<file path="src/rtl/trade_pkg.sv">
// Shared types and constants for the Z-score trading engine.
package trade_pkg;

  typedef enum logic [1:0] {
    IDLE,
    SQRT,
    CMP,
    HOLD
  } state_t;

  // Fraction bits of the Q4.4 Z threshold
  localparam int Q_FRAC = 4;

  // Widest DATA_W the decision record can carry
  localparam int MAX_DATA_W = 16;

  typedef struct packed {
    logic                  buy;
    logic                  sell;
    logic [MAX_DATA_W-1:0] stddev;
    logic                  var_clamp;
  } decision_t;

endpackage

</file>
<file path="src/rtl/isqrt_seq.sv">
// Sequential restoring integer square root: 2*DATA_W radicand -> DATA_W root.
// One root bit per cycle for DATA_W cycles after start; done pulses for one cycle
// on the edge that completes the last bit, and root holds until the next start.
module isqrt_seq #(
  parameter int DATA_W = 8
) (
  input  logic                  clk,
  input  logic                  rst,
  input  logic                  start,
  input  logic [2*DATA_W-1:0]   radicand,
  output logic                  busy,
  output logic                  done,
  output logic [DATA_W-1:0]     root
);

  localparam int CNT_W = $clog2(DATA_W + 1);
  localparam int REM_W = DATA_W + 4;

  logic [2*DATA_W-1:0] rad_q;
  logic [REM_W-1:0]    rem_q;
  logic [DATA_W-1:0]   root_q;
  logic [CNT_W-1:0]    cnt_q;

  logic [REM_W-1:0]    rem_sh;
  logic [REM_W-1:0]    trial;
  logic [REM_W-1:0]    rem_sub;
  logic                bit_ok;

  // One restoring step: bring down two radicand bits, try subtracting 4*root+1
  always_comb begin
    rem_sh  = (rem_q << 2) | REM_W'(rad_q[2*DATA_W-1 -: 2]);
    trial   = (REM_W'(root_q) << 2) | REM_W'(1);
    bit_ok  = (rem_sh >= trial);
    rem_sub = rem_sh - trial;
  end

  // Iteration registers; the down-counter marks the remaining root bits
  always_ff @(posedge clk or posedge rst) begin
    if (rst) begin
      rad_q  <= '0;
      rem_q  <= '0;
      root_q <= '0;
      cnt_q  <= '0;
      done   <= 1'b0;
    end else begin
      done <= 1'b0;
      if (start) begin
        rad_q  <= radicand;
        rem_q  <= '0;
        root_q <= '0;
        cnt_q  <= CNT_W'(DATA_W);
      end else if (cnt_q != '0) begin
        rad_q  <= rad_q << 2;
        rem_q  <= bit_ok ? rem_sub : rem_sh;
        root_q <= {root_q[DATA_W-2:0], bit_ok};
        cnt_q  <= cnt_q - CNT_W'(1);
        if (cnt_q == CNT_W'(1)) begin
          done <= 1'b1;
        end
      end
    end
  end

  assign busy = (cnt_q != '0);
  assign root = root_q;

endmodule

</file>
<file path="src/rtl/trade_z_engine.sv">
// Z-score mean-reversion trader: variance from (mean, mean-of-squares), sequential
// integer stddev, then a buy/sell decision against a Q4.4 Z threshold.
// Optional feature macro: TRADE_Z_COOLDOWN_EN (post-signal cooldown counter).
//
//  state | meaning
//  IDLE  | in_ready=1, waiting for a sample; capture + start root on accept
//  SQRT  | root running (DATA_W bit steps), leave when the root reports done
//  CMP   | one cycle: compare |price-mean|*16 against Z_THRESH*stddev
//  HOLD  | out_valid=1, decision held until out_ready
module trade_z_engine
  import trade_pkg::*;
#(
  parameter int          DATA_W   = 8,
  parameter logic [7:0]  Z_THRESH = 8'h20,
  parameter int          COOLDOWN = 4
) (
  input  logic                clk,
  input  logic                rst,
  input  logic                in_valid,
  output logic                in_ready,
  input  logic [DATA_W-1:0]   mean,
  input  logic [2*DATA_W-1:0] sqr_mean,
  input  logic [DATA_W-1:0]   price,
  output logic                out_valid,
  input  logic                out_ready,
  output logic                buy_signal,
  output logic                sell_signal,
  output logic [DATA_W-1:0]   stddev,
  output logic                var_clamp
);

  localparam int CMP_W = DATA_W + 8;

  state_t state_q, state_d;

  logic                accept;
  logic [2*DATA_W-1:0] mean_sq;
  logic                clamp_d;
  logic [2*DATA_W-1:0] var_d;

  logic [DATA_W-1:0]   mean_q;
  logic [DATA_W-1:0]   price_q;
  logic                clamp_q;

  logic                sqrt_busy_unused;
  logic                sqrt_done;
  logic [DATA_W-1:0]   sqrt_root;

  logic signed [DATA_W:0] dev;
  logic [DATA_W:0]        mag;
  logic [CMP_W-1:0]       lhs;
  logic [CMP_W-1:0]       rhs;
  logic                   hit;
  logic                   cd_block;

  decision_t dec_d;
  decision_t dec_q;
  logic [MAX_DATA_W-1:0] stddev_full_unused;

  assign accept = (state_q == IDLE) && in_valid;

  // Variance of the incoming sample; a negative result means inconsistent inputs
  always_comb begin
    mean_sq = (2*DATA_W)'(mean) * (2*DATA_W)'(mean);
    clamp_d = (sqr_mean < mean_sq);
    var_d   = clamp_d ? '0 : (sqr_mean - mean_sq);
  end

  isqrt_seq #(.DATA_W(DATA_W)) u_isqrt (
    .clk      (clk),
    .rst      (rst),
    .start    (accept),
    .radicand (var_d),
    .busy     (sqrt_busy_unused),
    .done     (sqrt_done),
    .root     (sqrt_root)
  );

  // State register
  always_ff @(posedge clk or posedge rst) begin
    if (rst) begin
      state_q <= IDLE;
    end else begin
      state_q <= state_d;
    end
  end

  // Next-state logic and handshake outputs
  always_comb begin
    state_d   = state_q;
    in_ready  = 1'b0;
    out_valid = 1'b0;
    case (state_q)
      IDLE: begin
        in_ready = 1'b1;
        if (in_valid) state_d = SQRT;
      end
      SQRT: begin
        if (sqrt_done) state_d = CMP;
      end
      CMP: begin
        state_d = HOLD;
      end
      HOLD: begin
        out_valid = 1'b1;
        if (out_ready) state_d = IDLE;
      end
      default: state_d = IDLE;
    endcase
  end

  // Z-score compare, all in CMP_W bits so Z_THRESH*stddev cannot overflow
  always_comb begin
    dev   = $signed({1'b0, price_q}) - $signed({1'b0, mean_q});
    mag   = dev[DATA_W] ? (DATA_W+1)'(-dev) : (DATA_W+1)'(dev);
    lhs   = CMP_W'(mag) << Q_FRAC;
    rhs   = CMP_W'(Z_THRESH) * CMP_W'(sqrt_root);
    hit   = (sqrt_root != '0) && (lhs >= rhs);
    dec_d = '0;
    dec_d.buy       = hit && dev[DATA_W] && !cd_block;
    dec_d.sell      = hit && !dev[DATA_W] && (dev != '0) && !cd_block;
    dec_d.stddev    = MAX_DATA_W'(sqrt_root);
    dec_d.var_clamp = clamp_q;
  end

  // Sample capture on accept; decision register loads only on CMP -> HOLD
  always_ff @(posedge clk or posedge rst) begin
    if (rst) begin
      mean_q  <= '0;
      price_q <= '0;
      clamp_q <= 1'b0;
      dec_q   <= '0;
    end else begin
      if (accept) begin
        mean_q  <= mean;
        price_q <= price;
        clamp_q <= clamp_d;
      end
      if (state_q == CMP) begin
        dec_q <= dec_d;
      end
    end
  end

`ifdef TRADE_Z_COOLDOWN_EN
  localparam int CD_W = (COOLDOWN < 1) ? 1 : $clog2(COOLDOWN + 1);

  logic [CD_W-1:0] cd_cnt_q;
  logic            cd_block_q;

  // Cooldown: the block flag is sampled before the decrement so COOLDOWN
  // samples are suppressed after a signalled decision is handed off
  always_ff @(posedge clk or posedge rst) begin
    if (rst) begin
      cd_cnt_q   <= '0;
      cd_block_q <= 1'b0;
    end else if (accept) begin
      cd_block_q <= (cd_cnt_q != '0);
      if (cd_cnt_q != '0) cd_cnt_q <= cd_cnt_q - CD_W'(1);
    end else if ((state_q == HOLD) && out_ready && (dec_q.buy || dec_q.sell)) begin
      cd_cnt_q <= CD_W'(COOLDOWN);
    end
  end

  assign cd_block = cd_block_q;
`else
  logic cooldown_unused;
  assign cooldown_unused = (COOLDOWN != 0);
  assign cd_block = 1'b0;
`endif

  assign buy_signal         = dec_q.buy;
  assign sell_signal        = dec_q.sell;
  assign stddev             = dec_q.stddev[DATA_W-1:0];
  assign var_clamp          = dec_q.var_clamp;
  assign stddev_full_unused = dec_q.stddev;

endmodule

</file>
<file path="config.mk">
export PLATFORM = sky130hd
export DESIGN_NAME = trade_z_engine
export DESIGN_NICKNAME = d
export VERILOG_FILES = /design/src/rtl/trade_pkg.sv /design/src/rtl/isqrt_seq.sv /design/src/rtl/trade_z_engine.sv
export SDC_FILE = /design/constraint.sdc
export NUM_CORES = 1
export LEC_CHECK = 0
export ABC_CLOCK_PERIOD_IN_PS = 5750
export BUFFER_PORTS_ARGS = -buffer_cell sky130_fd_sc_hd__buf_2
export CORE_MARGIN = 2
export CORE_UTILIZATION = 41
export DETAILED_ROUTE_END_ITERATION = 8
export PLACE_DENSITY = 0.57
export SLEW_MARGIN = 20
export SYNTH_ARGS = -nofsm -noshare
export SYNTH_HDL_FRONTEND = slang
export SYNTH_HIERARCHICAL = 1
export SYNTH_SLANG_ARGS = --single-unit
</file>
<file path="constraint.sdc">
create_clock -name clk -period 5.75 [get_ports clk]
set_clock_uncertainty 0.15 [all_clocks]
set_input_delay 1.15 -clock clk [delete_from_list [all_inputs] [get_ports clk]]
set_output_delay 1.15 -clock clk [all_outputs]
set_load 0.01 [all_outputs]
</file>
Word-level counts from Yosys, hierarchy flattened. Cells that the tools add are included. Widths: inputs -> output; s select.

Bits in writable memories: 0. Memory bits (read-only): 0. Latch bits: 0. Register bits: 69. Bits of input ports: 36. Memories: 0. Output and inout port bits: 13.

Shift-type cells: 0. Equal/unequal tests: 7. Add/sub/neg operators: 5. Reduce and logical (&&, ||, !) cells: 12. Muxes and demuxes: 20. $mul: 1. Bitwise gates (word level): 1. $lt $le $gt $ge: 3. Div/mod/pow operators: 0.

Operator list (count): $mux 16 (3); $mux 10 (3); $lt 16x16->1 (1); $mul 8x8->16 (1); $mux 8 (2); $sub 16x16->16 (1); $ge 13x13->1 (1); $ge 12x10->1 (1); $or 12x2->12 (1); $sub 10x10->10 (1); $mux 9 (1); $neg 9->9 (1); $reduce_bool 9->1 (1); $sub 8x8->9 (1); $mux 4 (2); $pmux 2 s4 (1); $reduce_bool 8->1 (1); $mux 2 (3); $logic_and 1x1->1 (5); $mux 1 (5); $eq 2x2->1 const B (2); $eq 4x1->1 const B (1); $ne 2x2->1 const B (2); $reduce_bool 4->1 (1); other kinds (7) (7).

Longest topological paths before layout.
Depth in word-level cells: 7. Mapped depth: 28.

Modules after synthesis. The synthesis kept the hierarchy.

Modules (own cells, without submodules): trade_z_engine (area an instance 4205.3 sq um, times used 1, seq. area each 750.7 sq um, cells each 476); isqrt_seq (area an instance 2287.2 sq um, times used 1, seq. area each 975.9 sq um, cells each 244).

Least setup slack after synthesis. No wires, ideal clock.

Kind: input to register. Start: input port mean[2]. End: register u_isqrt.rad_q[14]. Cell stages on the path: 24. Data required time: 5462 ps. Data arrival time: 6186 ps. Path slack: -724 ps. Library setup time: 138 ps. Cells stage by stage: clkbuf_1 -> and2_1 -> fa_1 -> fa_1 -> inv_1 -> fa_1 -> fa_1 -> inv_1 -> ha_1 -> nand2_1 -> o21ai_1 -> nor2_1 -> xor2_1 -> ha_1 -> a21o_1 -> a21o_1 -> a21o_1 -> and2_1 -> a31oi_1 -> o2bb2ai_2 -> buf_6 -> nor2_1 -> nand2_1 -> o21ai_0.

Longest elaborated chain between the ends: 4.

RTL lines: start, declared (RTL line trade_z_engine.sv:21) `input logic [DATA_W-1:0] mean,`; $mul 8x8->16 * (RTL line trade_z_engine.sv:64) `mean_sq = (2*DATA_W)'(mean) * (2*DATA_W)'(mean);`; $sub 16x16->16 / $lt 16x16->1 (equally long branches) (RTL line trade_z_engine.sv:66, trade_z_engine.sv:65); $mux 16 * (RTL line trade_z_engine.sv:66) `var_d = clamp_d ? '0 : (sqr_mean - mean_sq);`; net var_d[14] (RTL line trade_z_engine.sv:39) `logic [2*DATA_W-1:0] var_d;`; $mux 16 * (RTL line isqrt_seq.sv:47) `if (start) begin`; end signal, assigned (RTL line isqrt_seq.sv:48) `rad_q <= radicand;`; end signal, assigned (RTL line isqrt_seq.sv:53) `rad_q <= rad_q << 2;`; end, declared (RTL line isqrt_seq.sv:19) `logic [2*DATA_W-1:0] rad_q;`.

Mark *: on every way through the listed nets, which the timed path passes. The rest lies on a longest branch. A chain may end at the register's enable or synchronous reset.

Final worst setup path.
Start: input port mean[7]. End: register u_isqrt.rad_q[3].

Longest elaborated chain between the ends: 4.

RTL lines: $mul 8x8->16 (RTL line trade_z_engine.sv:64); $lt 16x16->1 (RTL line trade_z_engine.sv:65) `clamp_d = (sqr_mean < mean_sq);`; $mux 16 (RTL line trade_z_engine.sv:66); net var_d[3] (RTL line trade_z_engine.sv:39); $mux 16 (RTL line isqrt_seq.sv:47).

The timed path passes the listed nets, and every way through them passes these cells.

==> impl_metrics.ini <==
[outcome]
status = complete, but fails checks
violations = negative setup slack

[synth]
ys.flop_type = dfrtp_1
ys_ff_latch = 69
syn_avg_cell_area_um2 = 9.02
syn_nets = 861
synth_area_leaders = dfrtp_1 27%, ha_1 15%, fa_1 7.7%, inv_1 5.0%, nand2_1 3.8%
synth_cell_type_count = 63
synth_edf_count = 0
yosysWarnings = 6
synthCells = 720
yosysSeqAreaShare = 0.266
synth_top_area_frac = 0.266
netlist_area_um2 = 6490
yosys.area.top_type = dfrtp_1
async_flop_share = 1.00

[global_route]
antenna_found_initial = 0
grt_pass1_wl_mm = 25.8
overflow = 0
grt_max_degree = 45
track_usage = 0.188
grt_pass1_vias = 5592

[route]
drc_errors = 0
wirelength_mm = 15.0
via_count = 5448
vias_per_cell = 5.13
firstDrtPassIters = 4
antenna_left = 0
drtIter0Drc = 258
wl_per_cell_um = 14.1

[timing]
hold_viol_final = 0
rsz0062_at_grt = true
timing.hold.ws_ps = 331
layout_worst_path_cycle_share = 1.03
fmax_mhz = 168
min_period_ps = 5950
slew_headroom = 0.301
maxSlewViolCount = 0
tightest_slew_ps = 1050
layout_setup_ws_ps = -198
setup_viol = 17

[power]
irDropWorstVdd_v = 0.000484
p_per_area_nw_per_um2 = 691
intPower_uw = 3090
p_leak_uw = 0.00403
seqPwrFrac = 0.156
p_sw_frac = 0.452
pwr-share-clk = 0.097
p_comb_frac = 0.747
p_switching_uw = 2550

[cts]
clock-sinks = 69
cts_max_path_buffers = 2
root_buffer = clkbuf_16
cts_tree = done
hold_buffers = 0
numCtsBuffers = 9
clk_pin_slew_ps = 60
htreeDepth = 3
clock_latency_ps = 340

[worst_hold_path]
hp-class = flip-flop to flip-flop

[setup_path]
critical_path_class = input port to flip-flop
cp_slowest_cell = fa_2
cp_max_fo = 5
cpPeakStageDelay_ps = 580
cp-end-kind = flip-flop
crit_chain = buf_8 > and2_4 > fa_2 > fa_2 > inv_2 > fa_1 > fa_1 > inv_2 > ha_4 > buf_4 > o41ai_4 > buf_4 > xnor2_1 > ha_1 > a21o_1 > a21o_1 > and2_4 > a31oi_4 > o2bb2ai_4 > buf_12 > nor2_1 > nand2_1 > o21ai_1
crit_family = adder cells
path_buf_inv = 6
worstPathRequired_ps = 5810
worstPathArrival_ps = 6010
startpoint_type = input port

[die]
boundaryPins = 49
start_util = 0.415
rows = 46
die_x_um = 130
die_h_um = 130
core_um2 = 15700
design.die.area_um2 = 16900

[cells_and_area]
mostFrequentLayoutCells = 83 x buf_4, 80 x inv_1, 73 x ha_1, 69 x dfrtp_1, 60 x nand2_1
post-route-util = 0.522
final_nets = 983
diodes = 0
layout_commonest_cell = buf_4
syn_to_final_growth_pct = 25.9
drive_gt1_frac = 0.277

[place]
port_buffers = 48
routabilityCongestion = 0.845
dp_hpwl_mm = 11.4

[job]
timing.max_cap.violations = 0
-- repair_timing --
item / in CTS / in global routing
buffers inserted: 10 / 3
gates cloned: 2 / 0
endpoints found under the setup margin: 17 / 17
pin swaps: 18 / 18
resized for setup: 59 / 3
-- metrics by stage --
step	setup WS [ps]	cells	total power [µW]	instance area, µm²	setup TNS [ps]
3_3_place_gp	-581	1034	4770	7570	-9420
3_5_place_dp	-656	1034	4900	7570	-10480
4_1_cts	-189	1062	5700	8200	-2640
5_1_grt	-420	1063	6240	8170	-6750
6_report	-198	1063	5640	8170	-3060
2_1_floorplan	-373	720	3850	6660	-5500
-- synth_stat cells, types with 18 or more instances --
cell     number
inv_1        87
ha_1         80
dfrtp_1      69
nand2_1      65
nor2_1       50
o21ai_0      40
a21oi_1      34
fa_1         25
xnor2_1      25
and2_1       24
xor2_1       21
a21o_1       18
mux2_2       18
mux2i_1      18
-- worst register-to-register path, cell delays in order, from the launching register on --
cell and delay, ps:
dfrtp_1 360, inv_1 60, ha_1 140, inv_1 50, fa_1 410, a211oi_2 280, o21bai_1 120, a21oi_2 220
o21bai_1 110, a21o_1 270, a31oi_1 200, xor2_1 170, ha_1 260, a2111o_1 420, o221ai_1 170, a21oi_1 90
o211ai_1 220, o32ai_1 120
-- worst paths after layout --
kind                       startpoint                    end  slack (ps)  cells after the start
setup / recovery              mean[7]       u_isqrt/rad_q[3]        -200                     23
hold / removal              mean_q[2]              mean_q[2]         330                      2
setup reg to reg           price_q[0]            sell_signal        1770                     17
hold reg to reg             mean_q[2]              mean_q[2]         330                      2
max in group asynchronous         rst       u_isqrt/cnt_q[1]        4290                      3
min in group asynchronous         rst  stddev_full_unused[6]         740                      3
-- power by group through the flow --
stage,sequential [µW],combinational (µW),clock [µW]
3_3_place_gp,880,3890,0
2_1_floorplan,845,3010,0
3_5_place_dp,888,4010,0
4_1_cts,881,4260,560
5_1_grt,909,4750,583
6_report,880,4220,548
-- cell families after synthesis --
family	synth area share
DFF	0.266
buffers and inverters	0.0663
adders and majority gates	0.231
and+or+nand+nor	0.145
AOI/OAI and AO/OA	0.171
muxes	0.0590
xor gates and xnor gates	0.0621
-- layer usage --
metal,routed length [µm],share of wire,up-vias,GRT usage
met1,6730,0.45,2630,0.240
li1,-,-,2707,-
met4,186,0.012,0,0.0481
met3,459,0.031,15,0.0230
met5,0,0,-,0
met2,7580,0.51,96,0.336
-- layout make-up --
type / count / area [µm²]
fill: 1509 / 7480
multi-input combinational: 542 / 4590
sequential: 69 / 1730
timing repair buffer: 133 / 968
inverter: 87 / 327
tap: 216 / 270
clock buffer: 10 / 229
clock inverter: 6 / 63.8
-- state kept, by name (all words and copies together) (netlist names) --
signal              flops
u_isqrt/root            8
u_isqrt/done            1
u_isqrt/rad_q          16
sell_signal             1
mean_q                  8
u_isqrt/rem_q          10
clamp_q                 1
buy_signal              1
state_q                 2
price_q                 8
u_isqrt/cnt_q           4
stddev_full_unused      8
var_clamp               1
Note: power is estimated with default switching activity, not from simulation.
